$ cat config.mk
export PLATFORM = sky130hd
export DESIGN_NAME = fifo_status_flat
export DESIGN_NICKNAME = d
export VERILOG_FILES = /design/src/rtl/fifo_pkg.sv /design/src/rtl/fifo_status_if.sv /design/src/rtl/fifo_status.sv /design/src/flat_wrapper.sv
export SDC_FILE = /design/constraint.sdc
export NUM_CORES = 1
export LEC_CHECK = 0
export ABC_CLOCK_PERIOD_IN_PS = 3000
export CAP_MARGIN = 15
export CORE_ASPECT_RATIO = 1.4
export CORE_MARGIN = 5
export CORE_UTILIZATION = 30
export DETAILED_ROUTE_END_ITERATION = 7
export GPL_TIMING_DRIVEN = 0
export PLACE_DENSITY = 0.57
export SYNTH_ARGS = -nofsm -noshare
export SYNTH_HDL_FRONTEND = slang
export SYNTH_SLANG_ARGS = --single-unit
export TNS_END_PERCENT = 100
$ cat constraint.sdc
create_clock -name clk -period 3 [get_ports clk]
set_clock_uncertainty 0.05 [all_clocks]
set_input_delay 0.3 -clock clk [delete_from_list [all_inputs] [get_ports clk]]
set_output_delay 0.3 -clock clk [all_outputs]
set_load 0.02 [all_outputs]
$ cat src/rtl/fifo_pkg.sv
// Shared constants and types for the 16-entry audio sample FIFO
// (write-pointer, read-pointer and status stages).
package fifo_pkg;

  localparam int ADDR_W       = 4;
  localparam int DEPTH        = 2 ** ADDR_W;
  localparam int PTR_W        = ADDR_W + 1;
  localparam int DEF_AF_LEVEL = 12;
  localparam int DEF_AE_LEVEL = 4;

  // Pointers carry one wrap bit above the address bits.
  typedef logic [PTR_W-1:0] ptr_t;
  // Level spans 0..DEPTH, so it needs the same width as a pointer.
  typedef logic [PTR_W-1:0] level_t;

  typedef enum logic [1:0] {
    LVL_HOLD,
    LVL_INC,
    LVL_DEC
  } lvl_op_t;

  // A simultaneous accepted write and read leave the level unchanged.
  function automatic lvl_op_t level_op(input logic we_q, input logic rd_q);
    if (we_q && !rd_q) return LVL_INC;
    if (rd_q && !we_q) return LVL_DEC;
    return LVL_HOLD;
  endfunction

endpackage

$ cat src/rtl/fifo_status_if.sv
// Request/status bundle between the FIFO status stage and its neighbours.
// With FIFO_PTR_CHECK_EN defined the bundle also carries ptr_mismatch.
interface fifo_status_if;
  import fifo_pkg::*;

  logic   wr;
  logic   rd;
  ptr_t   wptr;
  ptr_t   rptr;
  logic   clr_err;
  logic   fifo_we;
  logic   fifo_full;
  logic   fifo_empty;
  logic   fifo_almost_full;
  logic   fifo_almost_empty;
  level_t fifo_level;
  logic   fifo_overflow;
  logic   fifo_underflow;
`ifdef FIFO_PTR_CHECK_EN
  logic   ptr_mismatch;
`endif

  // Producer/consumer side: drives requests and pointers, observes status.
  modport master (
    output wr, rd, wptr, rptr, clr_err,
`ifdef FIFO_PTR_CHECK_EN
    input  ptr_mismatch,
`endif
    input  fifo_we, fifo_full, fifo_empty, fifo_almost_full,
           fifo_almost_empty, fifo_level, fifo_overflow, fifo_underflow
  );

  // Status stage side.
  modport slave (
    input  wr, rd, wptr, rptr, clr_err,
`ifdef FIFO_PTR_CHECK_EN
    output ptr_mismatch,
`endif
    output fifo_we, fifo_full, fifo_empty, fifo_almost_full,
           fifo_almost_empty, fifo_level, fifo_overflow, fifo_underflow
  );

endinterface

$ cat src/rtl/fifo_status.sv
// Flag and occupancy stage for the 16-entry audio sample FIFO.
// Qualifies raw requests, tracks the level and registers all flags from the
// next level so they never lag it. Optional macro FIFO_PTR_CHECK_EN adds a
// sticky ptr_mismatch cross-check of (wptr - rptr) against the level.
module fifo_status
  import fifo_pkg::*;
#(
  parameter int AF_LEVEL = DEF_AF_LEVEL,
  parameter int AE_LEVEL = DEF_AE_LEVEL
) (
  input logic          clk,
  input logic          rst,
  fifo_status_if.slave bus
);

  localparam level_t FULL_LVL = level_t'(DEPTH);
  localparam level_t AF_LVL   = level_t'(AF_LEVEL);
  localparam level_t AE_LVL   = level_t'(AE_LEVEL);

  level_t level_r;
  level_t level_next;
  logic   full_r;
  logic   empty_r;
  logic   af_r;
  logic   ae_r;
  logic   overflow_r;
  logic   underflow_r;
  logic   we_q;
  logic   rd_q;

  assign we_q = bus.wr & ~full_r;
  assign rd_q = bus.rd & ~empty_r;

  // Next occupancy from the qualified requests; cannot wrap because the
  // qualification blocks writes at DEPTH and reads at zero.
  always_comb begin
    // NOTE: default first so every path assigns level_next and no latch forms.
    level_next = level_r;
    unique case (level_op(we_q, rd_q))
      LVL_INC: level_next = level_r + level_t'(1);
      LVL_DEC: level_next = level_r - level_t'(1);
      default: level_next = level_r;
    endcase
  end

  // Level, flags and sticky errors; reset wins over every other input.
  always_ff @(posedge clk) begin
    // NOTE: non-blocking assignments so every register samples pre-edge values.
    if (rst) begin
      level_r     <= '0;
      full_r      <= 1'b0;
      empty_r     <= 1'b1;
      af_r        <= 1'b0;
      ae_r        <= 1'b1;
      overflow_r  <= 1'b0;
      underflow_r <= 1'b0;
    end else begin
      level_r     <= level_next;
      full_r      <= (level_next == FULL_LVL);
      empty_r     <= (level_next == '0);
      af_r        <= (level_next >= AF_LVL);
      ae_r        <= (level_next <= AE_LVL);
      // A new error event in the same cycle as clr_err keeps the flag set.
      overflow_r  <= (bus.wr & full_r)  | (overflow_r  & ~bus.clr_err);
      underflow_r <= (bus.rd & empty_r) | (underflow_r & ~bus.clr_err);
    end
  end

  assign bus.fifo_we           = we_q;
  assign bus.fifo_full         = full_r;
  assign bus.fifo_empty        = empty_r;
  assign bus.fifo_almost_full  = af_r;
  assign bus.fifo_almost_empty = ae_r;
  assign bus.fifo_level        = level_r;
  assign bus.fifo_overflow     = overflow_r;
  assign bus.fifo_underflow    = underflow_r;

`ifdef FIFO_PTR_CHECK_EN
  ptr_t ptr_diff;
  logic mismatch_r;

  // Modulo-2**PTR_W distance between the pointers equals the true occupancy.
  assign ptr_diff = bus.wptr - bus.rptr;

  // Sticky flag for a pointer stage that moved without a qualified enable.
  always_ff @(posedge clk) begin
    if (rst) begin
      mismatch_r <= 1'b0;
    end else begin
      mismatch_r <= (ptr_diff != level_r) | (mismatch_r & ~bus.clr_err);
    end
  end

  assign bus.ptr_mismatch = mismatch_r;
`else
  // Pointers are only consumed by the cross-check.
  logic unused_ptrs;
  assign unused_ptrs = ^{bus.wptr, bus.rptr};
`endif

endmodule

$ cat src/flat_wrapper.sv
// flat-port wrapper written by rule: the top's interface ports become plain ports
module fifo_status_flat import fifo_pkg::*;
#(
  parameter int AF_LEVEL = DEF_AF_LEVEL,
  parameter int AE_LEVEL = DEF_AE_LEVEL
)
  (clk, rst, bus_wr, bus_rd, bus_wptr, bus_rptr, bus_clr_err, bus_fifo_we, bus_fifo_full, bus_fifo_empty, bus_fifo_almost_full, bus_fifo_almost_empty, bus_fifo_level, bus_fifo_overflow, bus_fifo_underflow);
  fifo_status_if bus_i ();
  input logic clk;
  input logic rst;
  input wire logic [$bits(bus_i.wr)-1:0] bus_wr;
  input wire logic [$bits(bus_i.rd)-1:0] bus_rd;
  input wire logic [$bits(bus_i.wptr)-1:0] bus_wptr;
  input wire logic [$bits(bus_i.rptr)-1:0] bus_rptr;
  input wire logic [$bits(bus_i.clr_err)-1:0] bus_clr_err;
  output wire logic [$bits(bus_i.fifo_we)-1:0] bus_fifo_we;
  output wire logic [$bits(bus_i.fifo_full)-1:0] bus_fifo_full;
  output wire logic [$bits(bus_i.fifo_empty)-1:0] bus_fifo_empty;
  output wire logic [$bits(bus_i.fifo_almost_full)-1:0] bus_fifo_almost_full;
  output wire logic [$bits(bus_i.fifo_almost_empty)-1:0] bus_fifo_almost_empty;
  output wire logic [$bits(bus_i.fifo_level)-1:0] bus_fifo_level;
  output wire logic [$bits(bus_i.fifo_overflow)-1:0] bus_fifo_overflow;
  output wire logic [$bits(bus_i.fifo_underflow)-1:0] bus_fifo_underflow;
  assign bus_i.wr = bus_wr;
  assign bus_i.rd = bus_rd;
  assign bus_i.wptr = bus_wptr;
  assign bus_i.rptr = bus_rptr;
  assign bus_i.clr_err = bus_clr_err;
  assign bus_fifo_we = bus_i.fifo_we;
  assign bus_fifo_full = bus_i.fifo_full;
  assign bus_fifo_empty = bus_i.fifo_empty;
  assign bus_fifo_almost_full = bus_i.fifo_almost_full;
  assign bus_fifo_almost_empty = bus_i.fifo_almost_empty;
  assign bus_fifo_level = bus_i.fifo_level;
  assign bus_fifo_overflow = bus_i.fifo_overflow;
  assign bus_fifo_underflow = bus_i.fifo_underflow;
  fifo_status #(.AF_LEVEL(AF_LEVEL), .AE_LEVEL(AE_LEVEL)) u_core (.clk(clk), .rst(rst), .bus(bus_i));
endmodule
Yosys cells after proc, flatten, opt, wreduce, memory -nomap -nowiden
Index checks and enable logic that the tools add are counted.

storage, ports and cells
  register bits after elaboration = 11
  logic and storage cells = 38

cells by class
  add/sub/neg operators = 2
  $lt $le $gt $ge = 2
  equality and inequality tests = 3
  multiplexer cells = 8
  bitwise logic cells = 11
  reductions and logical operators = 5

operators with widths
  kind                                                                                  count
  5-bit one-hot mux with 2 select lines                                                 1
  2-bit 2-to-1 mux                                                                      4
  1-bit AND                                                                             6
  5-bit by 1-bit adder with 5-bit output (second input constant)                        1
  5-bit equality test (second input constant)                                           1
  5-bit by 4-bit greater-or-equal comparator with 1-bit output (second input constant)  1
  5-bit by 3-bit <= comparator with 1-bit output (second input constant)                1
  5-bit logical NOT                                                                     1
  5-bit by 1-bit subtractor with 5-bit output (second input constant)                   1
  1-bit 2-to-1 mux                                                                      3
  1-bit inverter                                                                        3
  2-bit by 1-bit equality test with 1-bit output (second input constant)                1
  2-bit equality test (second input constant)                                           1
  1-bit logical AND                                                                     2
  1-bit logical NOT                                                                     2
  1-bit bitwise OR                                                                      2

Longest topological paths before layout
Gate-level depths: netlist of run 1.

  depth after elaboration = 11
  mapped depth = 10
  mapped depth without buffers = 9

Worst setup path before layout of run 1
No wires, ideal clock.

  path kind = reg-to-reg
  start = reg u_core.full_r, in the netlist u_core.bus.fifo_full
  end = reg u_core.af_r, in the netlist u_core.bus.fifo_almost_full
  arrival = 2298 ps
  data required time = 2830 ps
  slack = 532 ps
  stages on the path, launching flop included = 11
  cells stage by stage = dfxtp_1 nand2b_1 ha_1 buf_2 xor2_1 ha_1 a21o_2 a221oi_2 nor3_2 mux2_4 or2_1

between the ends
  longest elaborated chain between the ends = 11
  elaborated cells between the ends (all ways) = 15
  classes of those cells = 1 x order compare; 2 x eq/ne; 7 x mux; 2 x bitwise; 3 x reduce/logical

ends and longest elaborated chain
  item                                                                                          line               text
  from (decl)                                                                                   fifo_status.sv:22  logic full_r;
  from (signal assigned)                                                                        fifo_status.sv:59  full_r <= (level_next == FULL_LVL);
  1-bit inverter (*)                                                                            fifo_status.sv:31  assign we_q = bus.wr & ~full_r;
  1-bit AND (*)                                                                                 fifo_status.sv:31
  1-bit logical NOT                                                                             fifo_pkg.sv:25     if (rd_q && !we_q) return LVL_DEC;
  1-bit logical AND                                                                             fifo_pkg.sv:25
  1-bit 2-to-1 mux (2 in series)                                                                fifo_pkg.sv:25
  2-bit 2-to-1 mux                                                                              fifo_pkg.sv:26     return LVL_HOLD;
  2-bit 2-to-1 mux (*)                                                                          fifo_pkg.sv:25
  2-bit equality test / 2-bit by 1-bit equality test with 1-bit output (equally long branches)  fifo_status.sv:39  unique case (level_op(we_q, rd_q))
  5-bit one-hot mux with 2 select lines (*)                                                     fifo_status.sv:39
  5-bit by 4-bit greater-or-equal comparator with 1-bit output (*)                              fifo_status.sv:61  af_r <= (level_next >= AF_LVL);
  to (signal assigned)                                                                          fifo_status.sv:61
  to (decl)                                                                                     fifo_status.sv:24  logic af_r;

Mark *: on every way between the ends. The rest lies on a longest branch, timed or not. The select of a mux whose other input is x is not followed.
A chain may end at the register's enable or synchronous reset.

Worst setup path after layout of run 1
  start = in bus_rd
  end = reg u_core.af_r, in the netlist u_core.bus.fifo_almost_full

between the ends
  longest elaborated chain between the ends = 9
  elaborated cells between the ends (all ways) = 14
  classes of those cells = 1 x order compare; 2 x eq/ne; 7 x mux; 1 x bitwise; 3 x reduce/logical

ends and longest elaborated chain
  item                                                                                          line                text
  from (decl)                                                                                   flat_wrapper.sv:12  input wire logic [$bits(bus_i.rd)-1:0] bus_rd;
  1-bit AND (*)                                                                                 fifo_status.sv:32   assign rd_q = bus.rd & ~empty_r;
  1-bit logical AND                                                                             fifo_pkg.sv:25
  1-bit 2-to-1 mux (2 in series)                                                                fifo_pkg.sv:25
  2-bit 2-to-1 mux                                                                              fifo_pkg.sv:26
  2-bit 2-to-1 mux (*)                                                                          fifo_pkg.sv:25
  2-bit equality test / 2-bit by 1-bit equality test with 1-bit output (equally long branches)  fifo_status.sv:39
  5-bit one-hot mux with 2 select lines (*)                                                     fifo_status.sv:39
  5-bit by 4-bit greater-or-equal comparator with 1-bit output (*)                              fifo_status.sv:61

Marks and branches as above.

==> qor.csv, run 1 <==
metric,value,unit
status,finished clean,
synth_compound_area_share,18.02,%
worst_pin_slew,0.3635,ns
final_hold_viol_count,0,
cts_resized,0,
cp_data_arrival_time,2.79,ns
seqPwrFrac,32.6,%
clk_latency,0.26,ns
reg2regPathDepth,10,
drive_above_1_share,19.77,%
syn_area_per_cell,9.636,µm²
cp.required,3.10,ns
cts_root_buf,clkbuf_4,
p_leak,0.3545,nW
cts_setup_buffers,0,
synth_seq_cells,11,
postRouteAntennaNets,0,
syn_nets,85,
dieArea,0.003193,mm²
vias,537,
pin_count,27,
yosys.area_share.simple,24.03,%
maxSlewViolCount,0,
synth-xor-area-share,5.426,%
pre_cts_ws,0.02565,ns
drc_errors,0,
fp-row-count,20,
fin_area,849.6,µm²
grt_max_degree,11,
start_util,30.35,%
ctsHoldBuffers,0,
hold_path_class,in2reg,
holdPathStages,2,
via_per_inst,4.972,
gp_congestion,0.7686,
fp.dieW,49.21,µm
grt.total_usage,8.683,%
cts.sinks,11,
swShare,38.32,%
fmax,0.3719,GHz
worst-setup-path-type,in2reg,
cp_max_fo,9,
min_to,u_core.bus.fifo_overflow,
fin_crit_sh,89.63,%
power_frac_comb,52.6,%
setup_viol,0,
synth_mux_area_share,5.426,%
tns,0,ns
hpwl,1022,µm
switchingPower,0.0002520,W
cts_buffer_depth,2,
htree_levels,1,
avgRoutedWirePerCell,11.63,µm
synthAdderAreaFrac,5.814,%
antenna_found_initial,0,
p_int,0.0004057,W
diodes,0,
synth_cells,67,
hold_ws,0.2811,ns
slew-limit-headroom,75.43,%
final_common_cell,clkdlybuf4s50_1,
critPathLaunchType,primary input,
die_h,64.89,µm
coreArea,0.002127,mm²
clk_pin_slew,0.06,ns
synth_top_family_by_area,simple AND/OR/NAND/NOR gates,
grt_pass1_vias,538,
grt_pass1_wl,2180,µm
firstDrtPassIters,2,
r2r_slack,0.48,ns
grt-ovfl-total,0,
numCtsBuffers,3,
nets,105,
setup_slack,0.3111,ns
peakVddDrop,304.8,µV
port_buffers,15,
r2r-start,u_core.bus.fifo_full,
worstHoldStart,rst,
layout_common_cells,"clkdlybuf4s50_1, dfxtp_1, nor2_1, nor2b_1",
drv_cap,0,
synth_cell_types,35,
placed_area,823.3,µm²
startpoint,bus_rd,
rsz0062_at_grt,no,
end_kind,flop,
yosys_warnings,0,
fillers,215,
p_per_area,774.2,mW/mm²
netlist_area,645.6,µm²
r2r-end,u_core.bus.fifo_almost_full,
clkPwrFrac,14.9,%
first_iter_violations,5,
cts_tree,built,
period_needed,2.689,ns
wl,1256,µm
ys_seq_area_share,34.11,%
syn2layout_area_growth,31.59,%
-- power by group through the flow --
stage / clock [W] / sequential (W) / combinational (W)
2_1_floorplan: 0 / 0.000258 / 0.000195
3_3_place_gp: 0 / 0.000217 / 0.000346
3_5_place_dp: 0 / 0.000218 / 0.000348
4_1_cts: 0.000101 / 0.000215 / 0.000350
5_1_grt: 0.000111 / 0.000220 / 0.000381
6_report: 0.0000978 / 0.000214 / 0.000346
-- per-stage QoR --
| step | power, W | cells | utilization, % |
|---|---|---|---|
| final | 0.0006577 | 108 | 39.94 |
| after global routing | 0.0007126 | 108 | 39.94 |
| after CTS | 0.0006662 | 108 | 39.94 |
| after detailed placement | 0.0005658 | 104 | 38.71 |
| after global placement | 0.0005634 | 104 | 38.71 |
| after floorplan | 0.0004526 | 67 | - |
-- area by class of cell --
cell class	instances	area, µm²	area share [%]
Timing Repair Buffer	15	150.1	17.67
Inverter	3	11.26	1.325
Tap cell	22	27.53	3.240
Sequential cell	11	220.2	25.92
Buffer	4	35.03	4.124
Multi-Input combinational cell	49	379.1	44.62
Clock buffer	4	26.28	3.093
-- kinds of logic (layout without fill, tap and decap cells) --
kind of cell / count (synthesis) / after routing
xor+xnor: 4 / 4
fa+ha+maj: 3 / 3
compound gates: 12 / 12
simple gates: 27 / 27
buf+inv: 7 / 26
flops: 11 / 11
mux: 3 / 3
-- how the worst max path moves through the flow --
stage | slack, ns | end | cells past startpoint
after floorplan | 0.53 | u_core.bus.fifo_almost_full | 10
after global placement | 0.06 | u_core.bus.fifo_almost_full | 11
after detailed placement | 0.03 | u_core.bus.fifo_almost_full | 11
after CTS | 0.28 | u_core.bus.fifo_almost_full | 11
after global routing | 0.17 | u_core.bus.fifo_almost_full | 11
final | 0.31 | u_core.bus.fifo_almost_full | 11
-- state kept, by name, summed over array words and instances, names as in the netlist --
name                          flops
u_core.bus.fifo_overflow          1
u_core.bus.fifo_almost_full       1
u_core.bus.fifo_level             5
u_core.bus.fifo_empty             1
u_core.bus.fifo_almost_empty      1
u_core.bus.fifo_full              1
u_core.bus.fifo_underflow         1
-- worst max-delay path: stages --
cell and delay [ns]:
clkdlybuf4s50_1 0.47, nor2b_1 0.20, ha_1 0.16, buf_2 0.19, xor2_1 0.17, ha_1 0.21, and3b_1 0.18, a221oi_2 0.04
nor3_2 0.29, mux2_4 0.35, or2_1 0.23
-- synthesized netlist by cell type --
library cell	count	area, µm²
a31o_2	1	8.760
a32oi_2	1	16.27
nor4b_1	1	8.760
nor2_1	10	37.54
or2_1	1	6.260
nand2_1	2	7.510
o221ai_1	1	8.760
and3b_1	1	8.760
xnor2_1	1	8.760
mux2i_1	2	20.02
buf_6	1	11.26
and3b_2	1	10.01
a211o_1	1	8.760
xor2_1	3	26.28
a221oi_2	1	15.01
a21oi_1	1	5.000
nor2b_1	4	25.02
a21o_2	1	8.760
clkbuf_8	1	13.76
mux2_4	1	15.01
o21bai_1	1	7.510
and3_2	1	7.510
nand2b_1	1	6.260
a211oi_2	1	12.51
a22oi_1	2	15.01
dfxtp_1	11	220.2
nor3b_1	1	7.510
nand4b_1	1	8.760
nor2_2	1	6.260
ha_1	3	37.54
inv_1	3	11.26
nor3_2	1	10.01
nor3_1	1	5.000
buf_2	2	10.01
a311o_1	1	10.01
-- routing by layer --
layer	vias up	GRT usage (%)	wire [µm]
met2	10	15.16	627
met3	5	1.379	42
li1	274	-	-
met1	248	8.836	542
met5	-	0	0
met4	0	7.071	44
(Power assumes the default switching activity.)
==> inputs of run 2 (changes only) <==
- ABC_CLOCK_PERIOD_IN_PS: 3000 -> 3200
- clock period: 3 -> 3.2 ns (I/O delays scaled with it)
==> results of run 2 <==
The final DEF is identical to that of run 1. Status: finished clean.
Among the figures that moved: setup slack after placement 0.02565 ns -> 0.2057 ns; setup slack after layout 0.3111 ns -> 0.4911 ns; hold slack 0.2811 ns -> 0.3011 ns; register-to-register setup slack 0.48 ns -> 0.68 ns; total power 0.0006577 W -> 0.0006166 W; worst IR drop on VDD 304.8 µV -> 285.8 µV
==> inputs of run 3 (changes only) <==
- ABC_CLOCK_PERIOD_IN_PS: 3200 -> 2700
- clock period: 3.2 -> 2.7 ns (I/O delays scaled with it)
==> qor.csv, run 3 (synthesis gave the netlist of run 1 again) <==
metric,value,unit,change
cts_root_buf,clkbuf_4,,
r2r_slack,0.18,ns,
cpPeakStageDelay,0.48,ns,about the same
wl,1272,µm,+1.3%
holdPathStages,2,,unchanged
largest_reg_flops,5,,unchanged
worst_pin_slew,0.3635,ns,+0.0000004768 ns
grt_pass1_vias,538,,unchanged
switchingPower,0.0002823,W,
fp.dieW,49.21,µm,unchanged
nets,106,,+0.95%
grt.total_usage,8.683,%,unchanged
firstDrtPassIters,2,,unchanged
port_buffers,15,,unchanged
critical-path-slowest-cell,clkdlybuf4s50_1,,
cp.required,2.80,ns,
hpwl,1022,µm,unchanged
htree_levels,1,,unchanged
hold_ws,0.2506,ns,
p_int,0.0004553,W,
grt-ovfl-total,0,,unchanged
cp-endpoint,u_core.bus.fifo_almost_full,,
clk_pin_slew,0.06,ns,about the same
fin_area,862.1,µm²,+1.5%
seqPwrFrac,32.4,%,-0.2 points
r2r-end,u_core.bus.fifo_almost_full,,
syn2layout_area_growth,33.53,%,
maxSlewViolCount,0,,unchanged
dieArea,0.003193,mm²,unchanged
cts_tree,built,,
crit_cells,11,,unchanged
clk_latency,0.27,ns,about the same
diodes,0,,unchanged
fin_crit_sh,96.26,%,
cpMostUsedCell,ha_1,,
vias,540,,+0.56%
reg2regPathDepth,10,,unchanged
drc_errors,0,,unchanged
power_frac_comb,52.8,%,+0.2 points
peakVddDrop,338.8,µV,
fp-row-count,20,,unchanged
clkPwrFrac,14.8,%,about the same
drive_above_1_share,21.84,%,+2.1 points
numCtsBuffers,3,,unchanged
startpoint,bus_wr,,
grt_pass1_wl,2180,µm,unchanged
p_leak,0.3609,nW,+1.8%
hold_path_class,in2reg,,
p_per_area,855.6,mW/mm²,
final_common_cell,clkdlybuf4s50_1,,
layout_common_cells,"clkdlybuf4s50_1, dfxtp_1, nor2_1",,
status,finished clean,,
worst-setup-path-type,in2reg,,
cp_max_fo,9,,unchanged
cp_cell_sequence,clkdlybuf4s50_1 -> nand2b_1 -> ha_1 -> buf_4 -> xor2_1 -> ha_1 -> a21o_2 -> a221oi_2 -> nor3_2 -> mux2_4 -> or2_1,,
grt_max_degree,11,,unchanged
fmax,0.3848,GHz,
swShare,38.28,%,
coreArea,0.002127,mm²,unchanged
via_per_inst,4.954,,-0.36%
slew-limit-headroom,75.43,%,about the same
cts_buffer_depth,2,,unchanged
period_needed,2.599,ns,
path_delay_family,buffers and inverters,,
critPathLaunchType,primary input,,
postRouteAntennaNets,0,,unchanged
pin_count,27,,unchanged
drv_cap,0,,unchanged
placed_area,823.3,µm²,unchanged
antenna_found_initial,0,,unchanged
first_iter_violations,4,,-1
avgRoutedWirePerCell,11.67,µm,+0.34%
gp_congestion,0.7686,,unchanged
die_h,64.89,µm,unchanged
final_hold_viol_count,0,,unchanged
cp_data_arrival_time,2.70,ns,
start_util,30.35,%,unchanged
r2r-start,u_core.bus.fifo_full,,
end_kind,flop,,
path_buf_inv,2,,unchanged
ctsHoldBuffers,0,,unchanged
setup_viol,0,,unchanged
cts.sinks,11,,unchanged
-- run 3: cell count changes in the layout (fill, tap and decap cells not counted), sizes merged --
cell / delta
buf: +1
-- run 3: through the flow --
step                      util [%]  instances  setup TNS, ns  setup WS, ns  total power, W
after floorplan                  -         67              0        0.2321       0.0005029
after global placement       38.71        104        -0.5431       -0.2120       0.0006260
after detailed placement     38.71        104        -0.6225       -0.2443       0.0006287
after CTS                    39.94        108              0       0.01131       0.0007402
after global routing         40.53        109      -0.006389     -0.006389       0.0007985
final                        40.53        109              0        0.1009       0.0007376
-- run 3: what timing repair did --
| action | 4_1_cts | 5_1_grt |
|---|---|---|
| resized for setup | 0 | 3 |
| buffers inserted | 0 | 1 |
| endpoints found under the setup margin | 0 | 2 |
-- run 3: worst min path at each step --
stage                                   start                         to  slack [ns]
floorplan                              bus_wr   u_core.bus.fifo_overflow        0.38
global placement    u_core.bus.fifo_underflow  u_core.bus.fifo_underflow        0.44
detailed placement  u_core.bus.fifo_underflow  u_core.bus.fifo_underflow        0.45
CTS                                       rst   u_core.bus.fifo_overflow        0.25
global route                              rst   u_core.bus.fifo_overflow        0.25
finish                                    rst   u_core.bus.fifo_overflow        0.25
-- run 3: cell type report --
class                      count  area (µm²)
inverter                       3       11.26
multi-input combinational     49       381.6
fill                         217        1265
buffer                         4       37.54
tap                           22       27.53
clock buffer                   4       26.28
sequential                    11       220.2
timing repair buffer          16       157.7
-- run 3: power by group through the flow --
stage	clock (W)	combinational, W	sequential, W
6_report	0.000109	0.000390	0.000239
3_3_place_gp	0	0.000385	0.000241
4_1_cts	0.000112	0.000389	0.000239
3_5_place_dp	0	0.000386	0.000242
2_1_floorplan	0	0.000217	0.000286
5_1_grt	0.000124	0.000429	0.000246
-- run 3: per-layer routing --
layer / vias to the layer above / track usage (%) / routed length [µm]
met5: - / 0 / 0
met4: 0 / 7.071 / 44
met3: 5 / 1.379 / 42
met2: 10 / 15.16 / 635
met1: 250 / 8.836 / 550
li1: 275 / - / -
